**src/rtl/led_pattern_counter.sv**
```systemverilog
// LED pattern counter: a prescaler produces a step strobe, and each step advances
// an N_LED-bit display register in up, down, bounce-scanner or hold mode.
module led_pattern_counter #(
  parameter int N_LED   = 8,
  parameter int PRE_DIV = 16777216
) (
  input  logic             CLOCK_50,
  input  logic             RESET_N,
  input  logic             EN,
  input  logic [1:0]       MODE,
  input  logic             LOAD,
  input  logic [N_LED-1:0] LOAD_VAL,
  output logic [N_LED-1:0] LEDG,
  output logic             TICK
);

  localparam int              PRE_W    = ($clog2(PRE_DIV) < 1) ? 1 : $clog2(PRE_DIV);
  localparam logic [PRE_W-1:0] PRE_LAST = PRE_W'(PRE_DIV - 1);

  typedef enum logic [1:0] {
    M_UP     = 2'b00,
    M_DOWN   = 2'b01,
    M_BOUNCE = 2'b10,
    M_HOLD   = 2'b11
  } mode_e;

  logic [PRE_W-1:0] pre_q, pre_d;
  logic [N_LED-1:0] disp_q, disp_d;
  logic             dir_q, dir_d;
  logic             tick_q, tick_d;
  logic             step;
  logic             one_hot;

  assign step    = EN && (pre_q == PRE_LAST);
  assign one_hot = (disp_q != '0) && ((disp_q & (disp_q - N_LED'(1))) == '0);

  always_comb begin
    pre_d  = pre_q;
    disp_d = disp_q;
    dir_d  = dir_q;
    tick_d = 1'b0;
    if (LOAD) begin
      // Load restarts the step interval and the scanner direction.
      disp_d = LOAD_VAL;
      pre_d  = '0;
      dir_d  = 1'b0;
    end else begin
      if (EN) pre_d = step ? '0 : pre_q + PRE_W'(1);
      if (step) begin
        tick_d = 1'b1;
        case (mode_e'(MODE))
          M_UP:   disp_d = disp_q + N_LED'(1);
          M_DOWN: disp_d = disp_q - N_LED'(1);
          M_BOUNCE: begin
            // Anything that is not a single lit LED restarts the scan at bit 0.
            if (!one_hot) begin
              disp_d = N_LED'(1);
              dir_d  = 1'b0;
            end else if (!dir_q) begin
              if (disp_q[N_LED-1]) begin
                disp_d = disp_q >> 1;
                dir_d  = 1'b1;
              end else begin
                disp_d = disp_q << 1;
              end
            end else begin
              if (disp_q[0]) begin
                disp_d = disp_q << 1;
                dir_d  = 1'b0;
              end else begin
                disp_d = disp_q >> 1;
              end
            end
          end
          default: disp_d = disp_q;
        endcase
      end
    end
  end

  always_ff @(posedge CLOCK_50 or negedge RESET_N) begin
    if (!RESET_N) begin
      pre_q  <= '0;
      disp_q <= '0;
      dir_q  <= 1'b0;
      tick_q <= 1'b0;
    end else begin
      pre_q  <= pre_d;
      disp_q <= disp_d;
      dir_q  <= dir_d;
      tick_q <= tick_d;
    end
  end

  assign LEDG = disp_q;
  assign TICK = tick_q;

endmodule

```
**config.mk**
```make
export PLATFORM = sky130hd
export DESIGN_NAME = led_pattern_counter
export DESIGN_NICKNAME = d
export VERILOG_FILES = /design/src/rtl/led_pattern_counter.sv
export SDC_FILE = /design/constraint.sdc
export NUM_CORES = 1
export LEC_CHECK = 0
export ABC_AREA = 1
export CAP_MARGIN = 20
export CORE_MARGIN = 2
export CORE_UTILIZATION = 63
export DETAILED_ROUTE_END_ITERATION = 10
export PLACE_DENSITY_LB_ADDON = 0.05
export SLEW_MARGIN = 10
export SYNTH_ARGS = -nofsm -noshare
export SYNTH_HDL_FRONTEND = slang
export SYNTH_SLANG_ARGS = --single-unit
```
**constraint.sdc**
```tcl
create_clock -name CLOCK_50 -period 4.5 [get_ports CLOCK_50]
set_input_delay 0.675 -clock CLOCK_50 [delete_from_list [all_inputs] [get_ports CLOCK_50]]
set_output_delay 0.675 -clock CLOCK_50 [all_outputs]
set_load 0.02 [all_outputs]
```
Yosys cells after proc, flatten, opt, wreduce, memory -nomap -nowiden
Index checks and enable logic that the tools add are counted.
Word-level totals
  memories kept: 0
  output and inout bits: 9
  bits in latches: 0
  register bits after elaboration: 34
  word-level logic and storage cells: 41
  memory bits (writable): 0
  input bits: 14
  bits in read-only memories: 0
Cells by class
  reduce and logical (&&, ||, !) cells: 11
  div/mod/pow operators: 0
  order comparisons: 0
  $add $sub $neg: 3
  shifts and indexed selects: 0
  bitwise gates (word level): 1
  equal/unequal tests: 3
  multiplexer cells: 19
  multiply operators: 0
Operators with widths (count)
  24-bit two-way mux: 3
  8-bit two-way mux: 6
  24-bit by 1-bit adder with 24-bit output, second input constant: 1
  24-bit == test, second input constant: 1
  8-bit one-hot mux with 3 select lines: 1
  1-bit two-way mux: 9
  8-bit by 1-bit adder with 8-bit output, second input constant: 1
  8-bit bitwise AND: 1
  8-bit zero test: 1
  8-bit nonzero test: 1
  8-bit by 1-bit subtractor with 8-bit output, second input constant: 1
  2-bit nonzero test: 3
  2-bit AND reduction: 2
  4-bit nonzero test: 1
  2-bit by 1-bit == test with 1-bit output, second input constant: 1
  2-bit == test, second input constant: 1
  1-bit logical AND: 2
  2-bit zero test: 1

Logic depth before layout (Yosys ltp)
Gate-level depths: netlist (run 1).
  depth after elaboration: 8
  depth in mapped cells: 15
  depth with buffers taken out: 14

Worst setup path after synthesis (run 1)
OpenSTA, ideal clock, no wires.
  kind: reg2reg
  start point: register disp_q[0] (netlist: LEDG[0])
  end point: register disp_q[0] (netlist: LEDG[0])
  data arrival time: 1921 ps
  stages on the path, launching flop included: 13
  setup time: 117 ps
  required time: 4383 ps
  buffers on the path: 0
  clock period less this slack: 2037 ps
  path slack: 2463 ps
  cell sequence: dfrtp_1 -> inv_1 -> ha_1 -> nand4_1 -> ha_1 -> nor2_1 -> nand2_1 -> nor2_1 -> nand2_1 -> o21bai_1 -> a21oi_1 -> nand2_1 -> nand2_1
On the way
  longest elaborated chain between the ends: 8
  elaborated cells between the ends (all ways): 12
  classes of those cells: add/sub (2); mux (6); bitwise (1); reduce/logical (3)
Ends and longest elaborated chain
  start, declared: line 28  | logic [N_LED-1:0] disp_q, disp_d;
  start signal, assigned: line 89  | disp_q <= disp_d;
  8-bit by 1-bit subtractor with 8-bit output: line 35, 53
  8-bit bitwise AND: line 35  | assign one_hot = (disp_q != '0) && ((disp_q & (disp_q - N_LED'(1))) == '0);
  8-bit zero test: line 35
  1-bit logical AND: line 35
  8-bit two-way mux: line 56  | if (!one_hot) begin
  8-bit one-hot mux with 3 select lines *: line 51  | case (mode_e'(MODE))
  8-bit two-way mux *: line 49  | if (step) begin
  8-bit two-way mux *: line 42  | if (LOAD) begin
Mark *: on every way between the ends. The rest lies on a longest branch, timed or not. The select of a mux whose other input is x is not followed.
A chain may end at the register's enable or synchronous reset.

Final worst setup path (run 1)
  start point: register disp_q[0] (netlist: LEDG[0])
  end point: register disp_q[6] (netlist: LEDG[6])
Same word-level chain as after synthesis.

==> summary.md, run 1 <==
| Metric | Value |
|---|---|
| RSZ-0062 raised after global routing | `no` |
| Max Buffers Root-to-Sink | `2` |
| WP buf/inv | `1` |
| #FFs+latches synth | `34` |
| Power density cells | `291 nW/um^2` |
| Dpl cell area | `approximately 2900 sq um` |
| WS Path Type | `reg -> reg` |
| Worst Max-Slew Pin Slew | `0.513 ns` |
| Design Area, Final | `2990 sq um` |
| # setup viols final | `0` |
| Initial core utilization | `~66%` |
| Grt ovf | `0` |
| Outcome | `complete, no violations` |
| Main area contributors after synthesis | `dfrtp_1, nand2_1, nor2_1` |
| Most common cell in the synthesized netlist | `nand2_1` |
| Fmax | `around 0.42 GHz` |
| Crit path capture type | `flip-flop` |
| CTS root buf | `clkbuf_8` |
| Fin crit share | `between 50% and 60%` |
| # rows | `23` |
| Antenna violations before repair | `0` |
| CP required | `roughly 4.7 ns` |
| Post-layout total power | `0.871 mW` |
| Antenna Cells | `0` |
| Synth Net Count | `422` |
| Share of cells above drive strength 1 | `a little under 9%` |
| Worst-path clk slew | `0.07 ns` |
| CTS Hold Bufs | `0` |
| Port bufs | `22` |
| ANT nets after route | `0` |
| Full die area | `4730 sq um` |
| Clock skew | `roughly 0.009 ns` |
| Pleak | `1.38 nW` |
| Gr usage total | `29.4%` |
| Post-synth EDFFs | `0` |
| Total Nets Final | `442` |
| CP Launch Type | `flip-flop` |
| Syn avg cell area | `6.69 sq um` |
| Vias | `2,583` |
| CP max-delay cell | `dfrtp_1` |
| Largest area contributor in the netlist | `dfrtp_1` |
| Global-route wire length before repair | `10,300 microns` |
| Core ar. | `4030 sq um` |
| Synth Flop Type | `dfrtp_1` |
| Final Hold Fails | `0` |
| Max incr delay on CP | `0.48 ns` |
| VDD IR-drop max | `0.159 mV` |
| Largest net degree at the start of global routing | `35` |
| Rel. slew slack | `65.8%` |
| Worst-path maximum fanout | `8` |
| CTS tree | `yes` |
| Area delta synth->final | `13.3%` |
| Final core occ | `about three quarters` |
| Sequential area share after synthesis | `32.2%` |
| Synth top cells by count | `nand2_1, nor2_1, inv_1` |
| Detail Placement HPWL | `4720 microns` |
| Vias in the first global route | `2,391` |
| Post-CTS Setup Bufs | `0` |
| Drc violations | `0` |
| Mapped Area | `between 2000 and 3000 sq um` |
| Wirelength per Cell | `13.8 microns` |
| Crit-path cells | `inv_1 > ha_1 > nand4_1 > ha_1 > nor2_1 > nand2_1 > nor2_1 > nand4_1 > o21ai_0 > nand2_1 > nand2_1 > nand2_1 > nand2_1` |
| DRT Pass-1 Iters | `4` |
| H-tree depth | `2` |
| Ys Warns | `0` |
| Die Wd | `68.8 microns` |
| # IOs | `23` |
| TNS Setup | `0 ns` |
| Most used cell, CP | `nand2_1` |
| Cts bufs inserted | `5` |
| Clk sinks | `34` |
| Share of async-settable or async-resettable flops after synthesis | `100%` |
| Initial DRC count | `183` |
| Family with the most delay on the worst path | `simple AND/OR/NAND/NOR gates` |
| Routed WL | `6420 microns` |
| Clock Latency Late Sink | `around 0.30 ns` |
| Die height | `68.8 microns` |
| Netlist cell types | `31` |
| Max-slew violation count | `0` |
| PostCTS Resize Cnt | `0` |
| Top cell type's share of synthesized area | `32.2%` |
| CP arrival | `2.63 ns` |
| Final worst path period need | `roughly 2.4 ns` |
| Routability cong. | `0.928` |
| Total of max-cap violations | `0` |
| Avg Vias per Cell | `5.54` |
| Post-Synthesis Cells | `~400` |
| Tightest Hold Check Type | `reg -> reg` |
==> cells by family after synthesis <==
kind of cell | Yosys count | synth area share (%)
and+or+nand+nor | 255 | 43.7
buffers and inverters | 54 | 8.14
DFF | 34 | 32.2
AOI/OAI and AO/OA | 24 | 4.83
xor gates and xnor gates | 15 | 4.97
adders and majority gates | 13 | 6.15
==> state kept, by name, indices dropped and copies added, names as in the netlist <==
name   flops
LEDG       8
TICK       1
dir_q      1
pre_q     24
==> final cells by class <==
type,count,area [sq um]
Sequential cell,34,851
Multi-Input combinational cell,307,1580
Inverter,44,165
Fill cell,329,1030
Clock buffer,6,72.6
Clock inverter,2,37.5
Tap cell,50,62.6
Timing Repair Buffer,23,228
==> per-layer routing <==
metal  vias to the layer above  track usage (%)  share of wire, %
met3                        18             5.84               4.0
met4                         0             15.9               2.9
met1                      1208             30.8                41
met2                        73             54.8                52
met5                         -                0                 0
li1                       1284                -                 -
==> cells in the final DEF, fill, tap and decap left out, types with 2 or more instances in the layout <==
master	synthesis	final
a21oi_1	9	9
clkbuf_8	0	5
clkdlybuf4s50_1	0	22
dfrtp_1	34	34
ha_1	13	13
inv_1	38	38
inv_2	6	6
nand2_1	127	127
nand2_2	2	2
nand2_4	2	2
nand3_1	19	19
nand3_2	2	2
nand4_1	15	15
nor2_1	57	57
nor2_2	9	9
nor3_1	9	9
nor3_2	2	2
nor3b_1	2	2
nor3b_2	2	2
o21ai_0	12	12
o21bai_1	2	2
or2_2	2	2
xnor2_1	4	4
xor2_1	11	11
==> power by group <==
| group | internal [mW] | total, mW | switching [mW] |
|---|---|---|---|
| sequential | 0.320 | 0.361 | 0.0410 |
| clock | 0.165 | 0.279 | 0.114 |
| combinational | 0.0918 | 0.231 | 0.140 |
==> worst reg2reg max path: stages (launching register included) <==
cell	delay, ns
dfrtp_1	0.48
inv_1	0.20
ha_1	0.27
nand4_1	0.12
ha_1	0.19
nor2_1	0.09
nand2_1	0.06
nor2_1	0.38
nand4_1	0.18
o21ai_0	0.12
nand2_1	0.07
nand2_1	0.06
nand2_1	0.05
nand2_1	0.05
==> final timing paths <==
kind	slack, ns	end	startpoint	cells past startpoint
max reg2reg	2.10	LEDG[6]	LEDG[0]	13
min reg2reg	0.53	pre_q[1]	pre_q[1]	2
min in group asynchronous	0.78	pre_q[4]	RESET_N	2
min	0.53	pre_q[1]	pre_q[1]	2
max	2.10	LEDG[6]	LEDG[0]	13
max in group asynchronous	3.40	pre_q[21]	RESET_N	2
==> stage by stage <==
step           setup WS [ns]  cells  hold slack, ns
3_3_place_gp            1.97    458           0.504
5_1_grt                 1.91    466           0.558
2_1_floorplan           2.46    395           0.379
6_report                2.10    466           0.530
4_1_cts                 2.14    466           0.532
3_5_place_dp            1.92    458           0.515
Note: power is estimated with default switching activity, not from simulation.
==> run 2, diff against run 1 <==
Settings changed: CORE_UTILIZATION 63 to 53.
Clock period 4.5 ns to 2.15 ns, I/O delays scaled along.
==> summary.md, run 2 (same netlist as run 1, synthesis figures left out) <==
| Metric | Value |
|---|---|
| Max reg flops | `24 (unchanged)` |
| Port bufs | `22 (unchanged)` |
| Worst Setup SP | `LEDG[1]` |
| Clk sinks | `34 (unchanged)` |
| Final worst path period need | `1.91 ns (-0.493 ns)` |
| Routability cong. | `0.961 (+3.6%)` |
| Avg Vias per Cell | `5.12 (-7.7%)` |
| Post-CTS Setup Bufs | `0 (unchanged)` |
| Routed WL | `6440 microns (+0.23%)` |
| Total of max-cap violations | `0 (unchanged)` |
| Rel. slew slack | `61.5% (-4.3 points)` |
| R2R setup slack | `0.24 ns (-1.86 ns)` |
| Power density cells | `562 nW/um^2 (+93%)` |
| Final Hold Fails | `0 (unchanged)` |
| Fmax | `0.524 GHz (+26%)` |
| Die height | `74.6 microns (+8.5%)` |
| ANT nets after route | `0 (unchanged)` |
| Vias in the first global route | `2,468 (+3.2%)` |
| Crit path capture type | `flip-flop` |
| Worst Max-Slew Pin Slew | `0.572 ns (+0.0597 ns)` |
| Initial core utilization | `55.6% (-10 points)` |
| # rows | `25 (+8.7%)` |
| # IOs | `23 (unchanged)` |
| # setup viols final | `0 (unchanged)` |
| FF-to-FF path depth | `14 (+1)` |
| Share of cells above drive strength 1 | `13.2% (+4.3 points)` |
| Commonest non-fill, non-tap cell in the layout | `nand2_1` |
| Vias | `2,559 (-0.93%)` |
| Critical R2R Launch | `LEDG[1]` |
| CP arrival | `2.13 ns (-0.50 ns)` |
| CTS tree | `yes` |
| WS Path Type | `reg -> reg` |
| Gr usage total | `25.5% (-3.9 points)` |
| Antenna Cells | `0 (unchanged)` |
| CTS root buf | `clkbuf_8` |
| Reg2reg end | `LEDG[6]` |
| Detail Placement HPWL | `5000 microns (+5.8%)` |
| Place WS | `0.0993 ns (-1.82 ns)` |
| Grt ovf | `0 (unchanged)` |
| Wirelength per Cell | `12.9 microns (-6.6%)` |
| Drc violations | `0 (unchanged)` |
| Fin worst setup slack | `0.243 ns (-1.86 ns)` |
| Die Wd | `74.6 microns (+8.5%)` |
| H-tree depth | `2 (unchanged)` |
| Global-route wire length before repair | `10,900 microns (+6.0%)` |
| Largest net degree at the start of global routing | `35 (unchanged)` |
| Core ar. | `4750 sq um (+18%)` |
| Clock skew | `0.00735 ns (-0.00152 ns)` |
| Pleak | `1.46 nW (+5.7%)` |
| Most flop-heavy register | `pre_q` |
| Most frequent cells in the layout | `nand2_1, nor2_1, inv_1` |
| Antenna violations before repair | `0 (unchanged)` |
| Initial DRC count | `133 (-27%)` |
| Total Nets Final | `460 (+4.1%)` |
| DRT Pass-1 Iters | `4 (unchanged)` |
| Tightest Hold Check Type | `in -> async` |
| Full die area | `5570 sq um (+18%)` |
| Area delta synth->final | `18.2%` |
| TNS Setup | `0 ns (unchanged)` |
| CP Launch Type | `flip-flop` |
| Clock Latency Late Sink | `0.28 ns (-0.02 ns)` |
| Max-slew violation count | `0 (unchanged)` |
| CP required | `2.37 ns (-2.36 ns)` |
| Final core occ | `65.7% (-8.6 points)` |
| Max Buffers Root-to-Sink | `2 (unchanged)` |
| Worst-path clk slew | `0.07 ns (about the same)` |
| RSZ-0062 raised after global routing | `no` |
| Fin crit share | `88.7% (+35 points)` |
| Outcome | `complete, no violations` |
| Cts bufs inserted | `5 (unchanged)` |
| Worst-path maximum fanout | `5 (-3)` |
| VDD IR-drop max | `0.442 mV (+180%)` |
==> run 2: changes by cell type in the layout (fill, tap and decap cells not counted), sizes merged <==
cell	change
bufinv	-1
clkbuf	-1
buf	+18
clkinv	+2
clkinvlp	-1
==> run 2: power breakdown <==
group          switching [mW]  leakage [nW]  total, mW  internal, mW
clock network           0.235        0.0438      0.453         0.217
registers              0.0367         0.461      0.708         0.671
logic                   0.347         0.951      0.595         0.249
==> run 2: final cells by class <==
cell class,count,area (sq um)
Sequential cell,34,851
Clock inverter,2,10.0
Timing Repair Buffer,41,363
Fill cell,451,1630
Clock buffer,5,68.8
Tap cell,67,83.8
Multi-Input combinational cell,307,1580
Inverter,44,165
==> run 2: critical path: stages (launching register included) <==
cell and delay (ns):
dfrtp_1 0.42, inv_1 0.09, ha_2 0.21, nand4_1 0.10, ha_1 0.19, nor2_1 0.08
nand2_1 0.06, nor2_2 0.16, buf_4 0.16, nand4_1 0.08, o21ai_0 0.09, nand2_1 0.07
nand2_1 0.05, nand2_1 0.04, nand2_1 0.04
==> run 2: worst max path at each step <==
stage	depth (start not counted)	slack [ns]	to
2_1_floorplan	12	0.11	LEDG[0]
3_3_place_gp	6	0.12	pre_q[18]
3_5_place_dp	8	0.1	pre_q[23]
4_1_cts	14	0.13	LEDG[6]
5_1_grt	14	0.02	LEDG[7]
6_report	14	0.24	LEDG[6]
==> run 2: stage by stage <==
step	instances	power, mW	hold slack, ns	area, sq um
after floorplan	395	1.07	0.0269	2640
after global placement	493	1.32	0.508	3040
after detailed placement	493	1.31	0.522	3040
after CTS	500	1.77	0.461	3120
after global routing	500	1.88	0.490	3120
final	500	1.76	0.450	3120
==> run 2: per-layer routing <==
metal / vias up / global-route usage (%) / part of all wire (%)
met5: - / 0 / 0
met3: 10 / 3.61 / 3.5
met2: 51 / 46.6 / 52
met1: 1177 / 29.8 / 42
met4: 0 / 10.7 / 2.1
li1: 1321 / - / -
==> run 2: what timing repair did <==
| item | 4_1_cts | 5_1_grt |
|---|---|---|
| endpoints found under the setup margin | 0 | 6 |
| gates resized for setup | 0 | 2 |
| hold buffers | 0 | 0 |
==> run 3, diff against run 2 <==
Settings changed: CORE_ASPECT_RATIO from default to 1.2, PLACE_DENSITY from default to 0.75, PLACE_DENSITY_LB_ADDON 0.05 to default.
==> summary.md, run 3 (same netlist as run 1, synthesis figures left out) <==
| Metric | Value |
|---|---|
| Vias | `2,584 (+0.98%)` |
| Max incr delay on CP | `0.40 ns (-0.02 ns)` |
| Final worst path period need | `1.95 ns (+0.0399 ns)` |
| WP buf/inv | `2 (unchanged)` |
| Power share of the clock group | `26.4% (+0.6 points)` |
| Detail Placement HPWL | `5130 microns (+2.6%)` |
| RSZ-0062 raised after global routing | `no` |
| VDD IR-drop max | `0.341 mV (-23%)` |
| Core ar. | `4870 sq um (+2.4%)` |
| Most flop-heavy register | `pre_q` |
| TNS Setup | `0 ns (unchanged)` |
| Total of max-cap violations | `0 (unchanged)` |
| WS Path Type | `reg -> reg` |
| Tightest Hold Check Type | `in -> async` |
| Power density cells | `569 nW/um^2 (+1.2%)` |
| Antenna violations before repair | `0 (unchanged)` |
| CP max-delay cell | `dfrtp_1` |
| CTS root buf | `clkbuf_8` |
| Full die area | `5570 sq um (about the same)` |
| Die Wd | `68.5 microns (-8.2%)` |
| Rel. slew slack | `66.0% (+4.5 points)` |
| Wirelength per Cell | `13.5 microns (+4.7%)` |
| # rows | `28 (+12%)` |
| Largest net degree at the start of global routing | `35 (unchanged)` |
| Commonest non-fill, non-tap cell in the layout | `nand2_1` |
| ANT nets after route | `0 (unchanged)` |
| # IOs | `23 (unchanged)` |
| Port bufs | `22 (unchanged)` |
| Final Hold Fails | `0 (unchanged)` |
| Area delta synth->final | `17.8%` |
| Initial DRC count | `222 (+67%)` |
| Max-slew violation count | `0 (unchanged)` |
| Worst-path clk slew | `0.07 ns (about the same)` |
| Fin Hold WS | `0.456 ns (+0.00667 ns)` |
| Crit path capture type | `flip-flop` |
| Clock skew | `0.00418 ns (-0.00317 ns)` |
| Pleak | `1.44 nW (-0.73%)` |
| Switching share of power | `34.4% (-0.82 points)` |
| Family with the most delay on the worst path | `simple AND/OR/NAND/NOR gates` |
| Fmax | `0.514 GHz (-2.1%)` |
| Fin crit share | `90.6% (+1.9 points)` |
| Switch Pwr | `0.610 mW (-1.5%)` |
| Avg Vias per Cell | `5.27 (+3.0%)` |
| Most used cell, CP | `nand2_1` |
| Share of cells above drive strength 1 | `13.3% (+0.092 points)` |
| Crit-path cells | `inv_2 > ha_4 > nand4_1 > ha_1 > nor2_1 > nand2_1 > nor2_1 > buf_4 > nand2_1 > o21bai_1 > a21oi_1 > nand2_1 > nand2_1` |
| Sequential share of power | `40.3% (about the same)` |
| CP arrival | `2.12 ns (about the same)` |
| Global-route wire length before repair | `11,000 microns (+0.63%)` |
| Routability cong. | `0.922 (-4.1%)` |
| Die height | `81.4 microns (+9.0%)` |
| Vias in the first global route | `2,442 (-1.1%)` |
| Max reg flops | `24 (unchanged)` |
| CTS Hold Bufs | `0 (unchanged)` |
| Post-CTS Setup Bufs | `0 (unchanged)` |
| Worst Max-Slew Pin Slew | `0.505 ns (-0.0671 ns)` |
| # setup viols final | `0 (unchanged)` |
| Drc violations | `0 (unchanged)` |
| Gr usage total | `26.2% (+0.70 points)` |
| Most frequent cells in the layout | `nand2_1, nor2_1, inv_1` |
| Worst-path maximum fanout | `8 (+3)` |
| Total Nets Final | `458 (-0.43%)` |
| Pint | `1.16 mW (+2.2%)` |
| DRT Pass-1 Iters | `4 (unchanged)` |
| Combinational fraction of design power | `33.3% (-0.6 points)` |
| CP Launch Type | `flip-flop` |
| CP required | `2.32 ns (-0.05 ns)` |
| Grt ovf | `0 (unchanged)` |
| Initial core utilization | `54.3% (-1.3 points)` |
| H-tree depth | `2 (unchanged)` |
| Outcome | `complete, no violations` |
| Cts bufs inserted | `5 (unchanged)` |
| Clk sinks | `34 (unchanged)` |
| CTS tree | `yes` |
| Antenna Cells | `0 (unchanged)` |
| Routed WL | `6600 microns (+2.6%)` |
| Clock Latency Late Sink | `0.28 ns (about the same)` |
| Max Buffers Root-to-Sink | `2 (unchanged)` |
[run 3: cell types whose count changed in the layout (fill, tap and decap cells not counted), sizes merged]
cell,delta
buf,-2
clkbuf,+1
clkinv,-2
[run 3: final timing paths]
check | end | from | cells past startpoint | slack, ns
max in group asynchronous | LEDG[1] | RESET_N | 2 | 1.37
setup reg to reg | LEDG[0] | LEDG[0] | 13 | 0.20
min in group CLOCK_50 | pre_q[1] | pre_q[1] | 2 | 0.55
hold reg to reg | pre_q[1] | pre_q[1] | 2 | 0.55
setup / recovery | LEDG[0] | LEDG[0] | 13 | 0.20
hold / removal | pre_q[5] | RESET_N | 2 | 0.46
[run 3: what timing repair did]
| action | CTS | global route |
|---|---|---|
| gates resized for setup | 0 | 7 |
| endpoints found under the hold margin | 0 | 0 |
| endpoints found under the setup margin | 0 | 9 |
[run 3: area by class of cell]
type                            count  area [sq um]
Clock buffer                        6          82.6
Multi-Input combinational cell    307          1590
Fill cell                         455          1750
Inverter                           44           165
Sequential cell                    34           852
Timing Repair Buffer               39           348
Tap cell                           60          75.1
[run 3: power by group through the flow]
stage / logic, mW / clock network, mW / registers [mW]
after floorplan: 0.313 / 0 / 0.754
after global placement: 0.578 / 0 / 0.721
final: 0.590 / 0.467 / 0.714
after global routing: 0.666 / 0.498 / 0.718
after detailed placement: 0.576 / 0 / 0.722
after CTS: 0.578 / 0.476 / 0.711
[run 3: worst reg2reg max path, delay by kind of cell, from the launching register on]
| family | cells | cell delay [ns] |
|---|---|---|
| simple gates | 7 | 0.52 |
| fa+ha+maj | 2 | 0.38 |
| buf+inv | 2 | 0.29 |
| compound gates | 2 | 0.26 |
| flops | 1 | 0.40 |
[run 3: stage by stage]
stage	utilization, %	power [mW]	instance area (sq um)	cells	setup WS [ns]
6_report	64.0	1.77	3120	490	0.203
5_1_grt	64.0	1.88	3120	490	0.000688
4_1_cts	63.6	1.76	3100	490	0.0741
3_5_place_dp	61.9	1.30	3020	484	0.0605
3_3_place_gp	61.9	1.30	3020	484	0.0951
2_1_floorplan	-	1.07	2640	395	0.113
[run 3: metal layers]
layer / up-vias / GRT usage, % / wire length, microns
met1: 1195 / 29.1 / 2660
met4: 0 / 10.8 / 182
met2: 62 / 49.0 / 3550
li1: 1311 / - / -
met3: 16 / 2.77 / 202
met5: - / 0 / 0
